===== src/rtl/clk_recover.sv =====
// Period-measuring clock recovery: times sig_in rising edges in in_clk cycles, locks once the
// period is stable, and regenerates a 50% duty clock re-aligned to every input edge.
module clk_recover #(
    parameter int unsigned MIN_PERIOD = 4,
    parameter int unsigned MAX_PERIOD = 4096,
    parameter int unsigned LOCK_COUNT = 4,
    parameter int unsigned TOL        = 2,
    localparam int unsigned W         = $clog2(MAX_PERIOD + 2)
) (
    input  logic         in_clk,
    input  logic         rst,
    input  logic         sig_in,
    output logic         edge_stb,
    output logic [W-1:0] period,
    output logic         period_valid,
    output logic         locked,
    output logic         out_clk
);

    localparam int unsigned MW = $clog2(LOCK_COUNT + 1);
    localparam logic [W-1:0]  CNT_SAT = W'(MAX_PERIOD + 1);
    localparam logic [W-1:0]  MIN_P   = W'(MIN_PERIOD);
    localparam logic [W-1:0]  MAX_P   = W'(MAX_PERIOD);
    localparam logic [W:0]    TOL_W   = (W+1)'(TOL);
    localparam logic [MW-1:0] LOCK_N  = MW'(LOCK_COUNT);

    typedef enum logic [1:0] {IDLE, MEASURE, LOCKED} state_t;

    state_t         state_q, state_d;
    logic           s1_q, s2_q, s3_q;
    logic [W-1:0]   cnt_q, cnt_d;
    logic [W-1:0]   ref_q, ref_d;
    logic [MW-1:0]  match_q, match_d;
    logic           edge_stb_q;
    logic [W-1:0]   period_q, period_d;
    logic           pv_q, pv_d;
    logic           locked_q, locked_d;
    logic           out_q, out_d;
    logic [W-1:0]   hcnt_q, hcnt_d;

    logic           edge_c, in_range_c, close_c, timeout_c;
    logic [W:0]     diff_c;
    logic [W-1:0]   half_c;

    assign edge_c     = s2_q & ~s3_q;
    assign in_range_c = (cnt_q >= MIN_P) && (cnt_q <= MAX_P);
    assign diff_c     = (cnt_q >= ref_q) ? ({1'b0, cnt_q} - {1'b0, ref_q})
                                         : ({1'b0, ref_q} - {1'b0, cnt_q});
    assign close_c    = diff_c <= TOL_W;
    assign timeout_c  = !edge_c && (cnt_q == CNT_SAT);
    assign half_c     = ref_q >> 1;

    // State register and datapath registers
    always_ff @(posedge in_clk) begin
        if (rst) begin
            state_q    <= IDLE;
            s1_q       <= 1'b0;
            s2_q       <= 1'b0;
            s3_q       <= 1'b0;
            cnt_q      <= '0;
            ref_q      <= '0;
            match_q    <= '0;
            edge_stb_q <= 1'b0;
            period_q   <= '0;
            pv_q       <= 1'b0;
            locked_q   <= 1'b0;
            out_q      <= 1'b0;
            hcnt_q     <= '0;
        end else begin
            state_q    <= state_d;
            s1_q       <= sig_in;
            s2_q       <= s1_q;
            s3_q       <= s2_q;
            cnt_q      <= cnt_d;
            ref_q      <= ref_d;
            match_q    <= match_d;
            edge_stb_q <= edge_c;
            period_q   <= period_d;
            pv_q       <= pv_d;
            locked_q   <= locked_d;
            out_q      <= out_d;
            hcnt_q     <= hcnt_d;
        end
    end

    // Next state: period counter, reference and consistency tracking
    always_comb begin
        state_d = state_q;
        ref_d   = ref_q;
        match_d = match_q;
        if (edge_c)                 cnt_d = W'(1);
        else if (cnt_q == CNT_SAT)  cnt_d = cnt_q;
        else                        cnt_d = cnt_q + W'(1);

        unique case (state_q)
            IDLE: begin
                if (edge_c) begin
                    state_d = MEASURE;
                    ref_d   = '0;
                    match_d = '0;
                end
            end
            MEASURE: begin
                if (edge_c) begin
                    if (!in_range_c) begin
                        ref_d   = '0;
                        match_d = '0;
                    end else begin
                        if (match_q == '0 || !close_c) begin
                            ref_d   = cnt_q;
                            match_d = MW'(1);
                        end else begin
                            match_d = match_q + MW'(1);
                        end
                        if (match_d == LOCK_N) state_d = LOCKED;
                    end
                end else if (timeout_c) begin
                    state_d = IDLE;
                end
            end
            LOCKED: begin
                if (edge_c) begin
                    if (!(in_range_c && close_c)) begin
                        state_d = MEASURE;
                        ref_d   = in_range_c ? cnt_q : '0;
                        match_d = in_range_c ? MW'(1) : '0;
                    end
                end else if (timeout_c) begin
                    state_d = IDLE;
                end
            end
            default: state_d = IDLE;
        endcase
    end

    // Output next values; out_clk high phase restarts on every edge while locked
    always_comb begin
        pv_d     = edge_c && in_range_c && (state_q == MEASURE || state_q == LOCKED);
        period_d = pv_d ? cnt_q : period_q;
        locked_d = (state_q == LOCKED);
        out_d    = 1'b0;
        hcnt_d   = hcnt_q;
        if (state_q == LOCKED) begin
            if (edge_stb_q) begin
                out_d  = (half_c != '0);
                hcnt_d = W'(1);
            end else if (hcnt_q < half_c) begin
                out_d  = 1'b1;
                hcnt_d = hcnt_q + W'(1);
            end
        end else begin
            hcnt_d = '1;
        end
    end

    assign edge_stb     = edge_stb_q;
    assign period       = period_q;
    assign period_valid = pv_q;
    assign locked       = locked_q;
    assign out_clk      = out_q;

endmodule

===== config.mk =====
export PLATFORM = sky130hd
export DESIGN_NAME = clk_recover
export DESIGN_NICKNAME = d
export VERILOG_FILES = /design/src/rtl/clk_recover.sv
export SDC_FILE = /design/constraint.sdc
export NUM_CORES = 1
export LEC_CHECK = 0
export BUFFER_PORTS_ARGS = -buffer_cell sky130_fd_sc_hd__buf_2
export CORE_ASPECT_RATIO = 0.5
export CORE_MARGIN = 2
export CORE_UTILIZATION = 60
export DETAILED_ROUTE_END_ITERATION = 10
export MAX_ROUTING_LAYER = met4
export PLACE_DENSITY_LB_ADDON = 0.12
export SLEW_MARGIN = 20
export SYNTH_ARGS = -nofsm -noshare
export SYNTH_HDL_FRONTEND = slang
export SYNTH_SLANG_ARGS = --single-unit
export TNS_END_PERCENT = 30

===== constraint.sdc =====
create_clock -name in_clk -period 9.4 [get_ports in_clk]
set_input_delay 0.47 -clock in_clk [delete_from_list [all_inputs] [get_ports in_clk]]
set_output_delay 0.47 -clock in_clk [all_outputs]
set_load 0.01 [all_outputs]

Word level (Yosys, flattened, before mapping):

Cells that the tools add are included.

* bitwise operators: 3
* multiplexer cells: 35
* add/subtract/negate cells: 5
* reduce and logical (&&, ||, !) cells: 18
* magnitude comparators: 5
* equality and inequality tests: 14

Operators with widths (number)
* two-way mux 13 bit: 10
* one-hot mux 13 bit (3 select lines): 1
* subtractor 13 x 13 -> 14 bit: 2
* two-way mux 3 bit: 9
* adder 13 x 1 -> 13 bit (second input constant): 2
* <= comparator 14 x 2 -> 1 bit (second input constant): 1
* two-way mux 14 bit: 1
* two-way mux 2 bit: 7
* == test 13 bit (second input constant): 1
* >= comparator 13 bit: 1
* >= comparator 13 x 3 -> 1 bit (second input constant): 1
* <= comparator 13 bit (second input constant): 1
* less-than comparator 13 x 12 -> 1 bit: 1
* nonzero test 13 bit: 1
* != test 3 bit (second input constant): 4
* one-hot mux 3 bit (3 select lines): 1
* != test 2 bit (second input constant): 4
* one-hot mux 2 bit (3 select lines): 1
* AND reduction 6 bit: 1
* logical AND 1 bit: 5
* two-way mux 1 bit: 5
* AND reduction 5 bit: 1
* AND reduction 4 bit: 1
* OR reduction 2 bit: 2
* 13 further kinds: 16

* register bits after elaboration: 64
* bits of input ports: 3
* output and inout bits: 17

Depth between registers and ports, before layout:

* depth after elaboration: 14
* depth in mapped cells: 15
* mapped depth without buffers: 13

Worst setup path before layout:

No wires, ideal clock.

* path kind: register to register
* from: register cnt_q[11]
* to: register ref_q[0]
* stages on the path, launching flop included: 14
* arrival: 3478 ps
* setup slack: 5863 ps
* path buffers: 2
* cells stage by stage: dfxtp_1 > inv_1 > ha_1 > buf_2 > and3_1 > a221o_1 > a31oi_4 > nor3b_4 > mux2_2 > o2111a_2 > and3_1 > nor4b_4 > buf_6 > a22o_1

* word-level cells in the longest chain between the ends: 7
* elaborated cells on any way between the ends: 20
* those cells by class: add/sub (2); order compare (4); eq/ne (2); mux (7); reduce/logical (5)

Ends and longest elaborated chain
* start, declared: RTL line 31 `logic [W-1:0] cnt_q, cnt_d;`
* start signal, assigned: RTL line 74 `cnt_q <= cnt_d;`
* subtractor 13 x 13 -> 14 bit, or another cell as far along: RTL line 48 `: ({1'b0, ref_q} - {1'b0, cnt_q});`
* two-way mux 14 bit: RTL line 47 `assign diff_c = (cnt_q >= ref_q) ? ({1'b0, cnt_q} - {1'b0, ref_q})`
* <= comparator 14 x 2 -> 1 bit: RTL line 49 `assign close_c = diff_c <= TOL_W;`
* logical NOT 1 bit: RTL line 109 `if (match_q == '0 || !close_c) begin`
* logical OR 1 bit: RTL line 109
* != test 3 bit (no source line)
* AND reduction 6 bit (no source line)
* end signal, assigned: RTL line 75 `ref_q <= ref_d;`
* end, declared: RTL line 32 `logic [W-1:0] ref_q, ref_d;`

Parallel ways exist; a longest one is shown, timed or not. The select of a mux whose other input is x is not followed.
A chain may end at the register's enable or synchronous reset.

Worst setup path in the final report:

* from: register cnt_q[10]
* to: register ref_q[8]

Same word-level chain as after synthesis.

==> results.ini <==
[worst_setup_path]
worstSetupEndpointType=register
required_ns=9.66
cp.arrival_ns=4.50
critPathMaxFanout=14
regToRegEndpoint=ref_q[8]
r2r_start=cnt_q[10]
start_kind=register
reg2reg_depth=12
crit_type=reg -> reg
reg2reg_slack_ns=5.17

[clock_tree]
clockBufferDepth=2
path_clk_slew_ns=0.05
clock_latency_ns=0.33
postCtsSetupBuffers=0
htreeDepth=3
numCtsBuffers=9
root_buffer=clkbuf_16
cts_tree=done
cts_hold_buf=0
cts_num_sinks=64
post_cts_resized=0

[global_routing]
grt_max_degree=31
grt_use_total_pct=30.4
antenna_found_initial=0
grt_pass1_vias=3744
grt.overflow.total=0
grt_pass1_wl_mm=19.1

[yosys]
synth-xor-area-share_pct=5.44
postSynth.asyncResetShare_pct=0
ys_seq_area_share_pct=28.4
ys_warn_count=0
ys.flop_type=dfxtp_1
synth_mux_area_share_pct=3.44
synth-simple-area-share_pct=20.4
yosys.area.top_type_share_pct=28.4
synth_area_leaders=dfxtp_1, ha_1, a21oi_1
synth_cell_types=65
syn_inst=546
synthAdderAreaFrac_pct=13.9
synth-compound-area-share_pct=22.6
synth-edff-count=0
synth_top_family_by_area=compound AO/OA/AOI/OAI gates
syn_avg_cell_area_um2=8.26
synth_top_cell_by_area=dfxtp_1
syn-num-nets=598
ys_seq_elements=64
syn_area_um2=4510

[drt]
drt-initial-drc-count=359
firstDrtPassIters=6
via_per_inst=6.21
wl_per_cell_um=18.1
via_count=4066
wl_mm=11.9
drc_errors=0
antenna_left=0

[timing]
hold_violations=0
rsz0062_at_grt=no
fmax_ghz=0.236
fin_tns_setup_ns=0
finalSetupViolCount=0
timing.final.crit_share_pct=45.0
drv_slew=0
period_minus_slack_ns=4.23
tightest_slew_ns=0.870
max_slew_margin_pct=41.9
finalClockSkew_ns=0.00625

[run_status]
status=finished, final reports clean

[die]
dieArea_um2=8270
core_area_um2=7290
ios=20
fp.dieW_um=127
num_rows=22
start_util_pct=61.9
dieHeight_um=65.3

[placed_design]
post-place-cells=639
numPortBuffers=19
dp_hpwl_mm=8.83
gp_congestion=0.981

[power]
p_leak_nw=2.10
powerDensity_nw_per_um2=147
finalPower_w=0.000721
irDropWorstVdd_v=0.0000983

[worst_hold_path]
min_to=s1_q
whs_path_depth=2
hp-class=in -> reg
min-delay-start=sig_in

[finish]
n_fill_cell=627
syn2layout_area_growth_pct=8.79
nets=606
antenna_cells=0
stdcell_count=655
final_layout_size_suffix_gt1_share_pct=9.30

[run]
drv_cap=0

==> stage by stage <==
stage | hold slack (ns) | area, um^2 | setup slack, ns | util (%)
4_1_cts | 0.343 | 4910 | 5.24 | 67.3
3_3_place_gp | 0.417 | 4620 | 5.37 | 63.4
6_report | 0.354 | 4910 | 5.17 | 67.3
5_1_grt | 0.413 | 4910 | 4.99 | 67.3
3_5_place_dp | 0.424 | 4620 | 5.29 | 63.4
2_1_floorplan | 0.414 | 4510 | 5.86 | -
==> flip-flops by register name (all words and copies together), names as in the netlist, 2 cells and up <==
register,flops
match_q,3
state_q,2
hcnt_q,13
period,13
cnt_q,13
ref_q,13
==> critical path, cell delays in order, from the launching register on <==
cell	delay, ns
dfxtp_1	0.47
inv_1	0.12
ha_1	0.45
and3_1	0.21
a221o_1	0.35
a31oi_4	0.23
nor3b_4	0.44
mux2i_1	0.28
xor2_1	0.32
o2111a_1	0.30
nand4_1	0.15
a21oi_2	0.60
a22o_1	0.25
==> worst max-delay path by stage <==
stage,start,slack (ns),endpoint,cells past startpoint
global route,cnt_q[10],4.99,ref_q[8],11
CTS,cnt_q[10],5.24,ref_q[8],11
detailed placement,cnt_q[10],5.29,ref_q[0],11
global placement,cnt_q[9],5.37,ref_q[9],11
finish,cnt_q[10],5.17,ref_q[8],12
floorplan,cnt_q[11],5.86,ref_q[0],13
==> metal layers <==
metal	global-route usage (%)	routed length (um)	vias to the layer above	part of all wire [%]
met5	-	0	-	0
met4	7.97	173	0	1.5
met3	5.70	768	21	6.5
met2	45.0	4950	151	42
met1	42.9	6000	1923	50
li1	-	-	1971	-
==> power by group <==
group | leakage, nW | switching [W] | internal [W] | total [W]
clock network | 0.145 | 0.000114 | 0.000198 | 0.000312
registers | 0.521 | 0.0000106 | 0.000279 | 0.000290
logic | 1.43 | 0.0000696 | 0.0000491 | 0.000119
==> logic make-up after synthesis <==
kind of cell | after synthesis
AOI/OAI and AO/OA | 147
xor gates and xnor gates | 28
adders and majority gates | 49
buffers and inverters | 65
DFF | 64
muxes | 15
and+or+nand+nor | 178
==> Yosys cell counts, types with 2 or more instances <==
cell / number
o31ai_1: 4
dfxtp_1: 64
or2_2: 4
inv_1: 43
clkbuf_1: 13
or4_1: 2
a21o_1: 14
nor4_1: 5
a31oi_1: 7
o2111ai_1: 2
nor2_1: 39
mux2i_1: 11
nor2b_1: 11
a22o_1: 14
xnor2_1: 19
ha_1: 47
buf_1: 2
and3_1: 12
and4_1: 2
o21a_1: 2
a311oi_1: 2
o221ai_1: 2
nand3_1: 12
o21bai_1: 3
a211oi_1: 5
buf_6: 2
nand2_1: 51
fa_1: 2
o21ai_1: 2
o22ai_1: 2
buf_2: 4
o21ai_0: 20
nand2b_1: 6
nand4_1: 15
a31oi_4: 2
o211ai_1: 7
and2_1: 3
a221o_1: 2
xor2_1: 9
mux2_2: 4
a21oi_1: 43
nor3_1: 8
==> cell usage in the layout (no fill, tap or decap), types with 5 or more instances in the layout <==
| master | count |
|---|---|
| dfxtp_1 | 64 |
| nand2_1 | 51 |
| ha_1 | 47 |
| a21oi_1 | 43 |
| inv_1 | 43 |
| nor2_1 | 39 |
| o21ai_0 | 20 |
| xnor2_1 | 19 |
| buf_2 | 19 |
| nand4_1 | 15 |
| a21o_1 | 14 |
| a22o_1 | 14 |
| and3_1 | 12 |
| nand3_1 | 12 |
| mux2i_1 | 11 |
| nor2b_1 | 11 |
| xor2_1 | 9 |
| clkbuf_16 | 9 |
| nor3_1 | 8 |
| a31oi_1 | 7 |
| o211ai_1 | 7 |
| nand2b_1 | 6 |
| a211oi_1 | 5 |
| nor4_1 | 5 |
==> cell type report <==
cell class	count	area [um^2]	share of cell area [%]
Clock buffer	13	270	5.51
Clock inverter	3	15.0	0.306
Inverter	43	161	3.29
Multi-Input combinational cell	417	2970	60.4
Sequential cell	64	1280	26.1
Tap cell	96	120	2.45
Timing Repair Buffer	19	95.1	1.94
No activity file was read; power rests on OpenSTA's default activity.
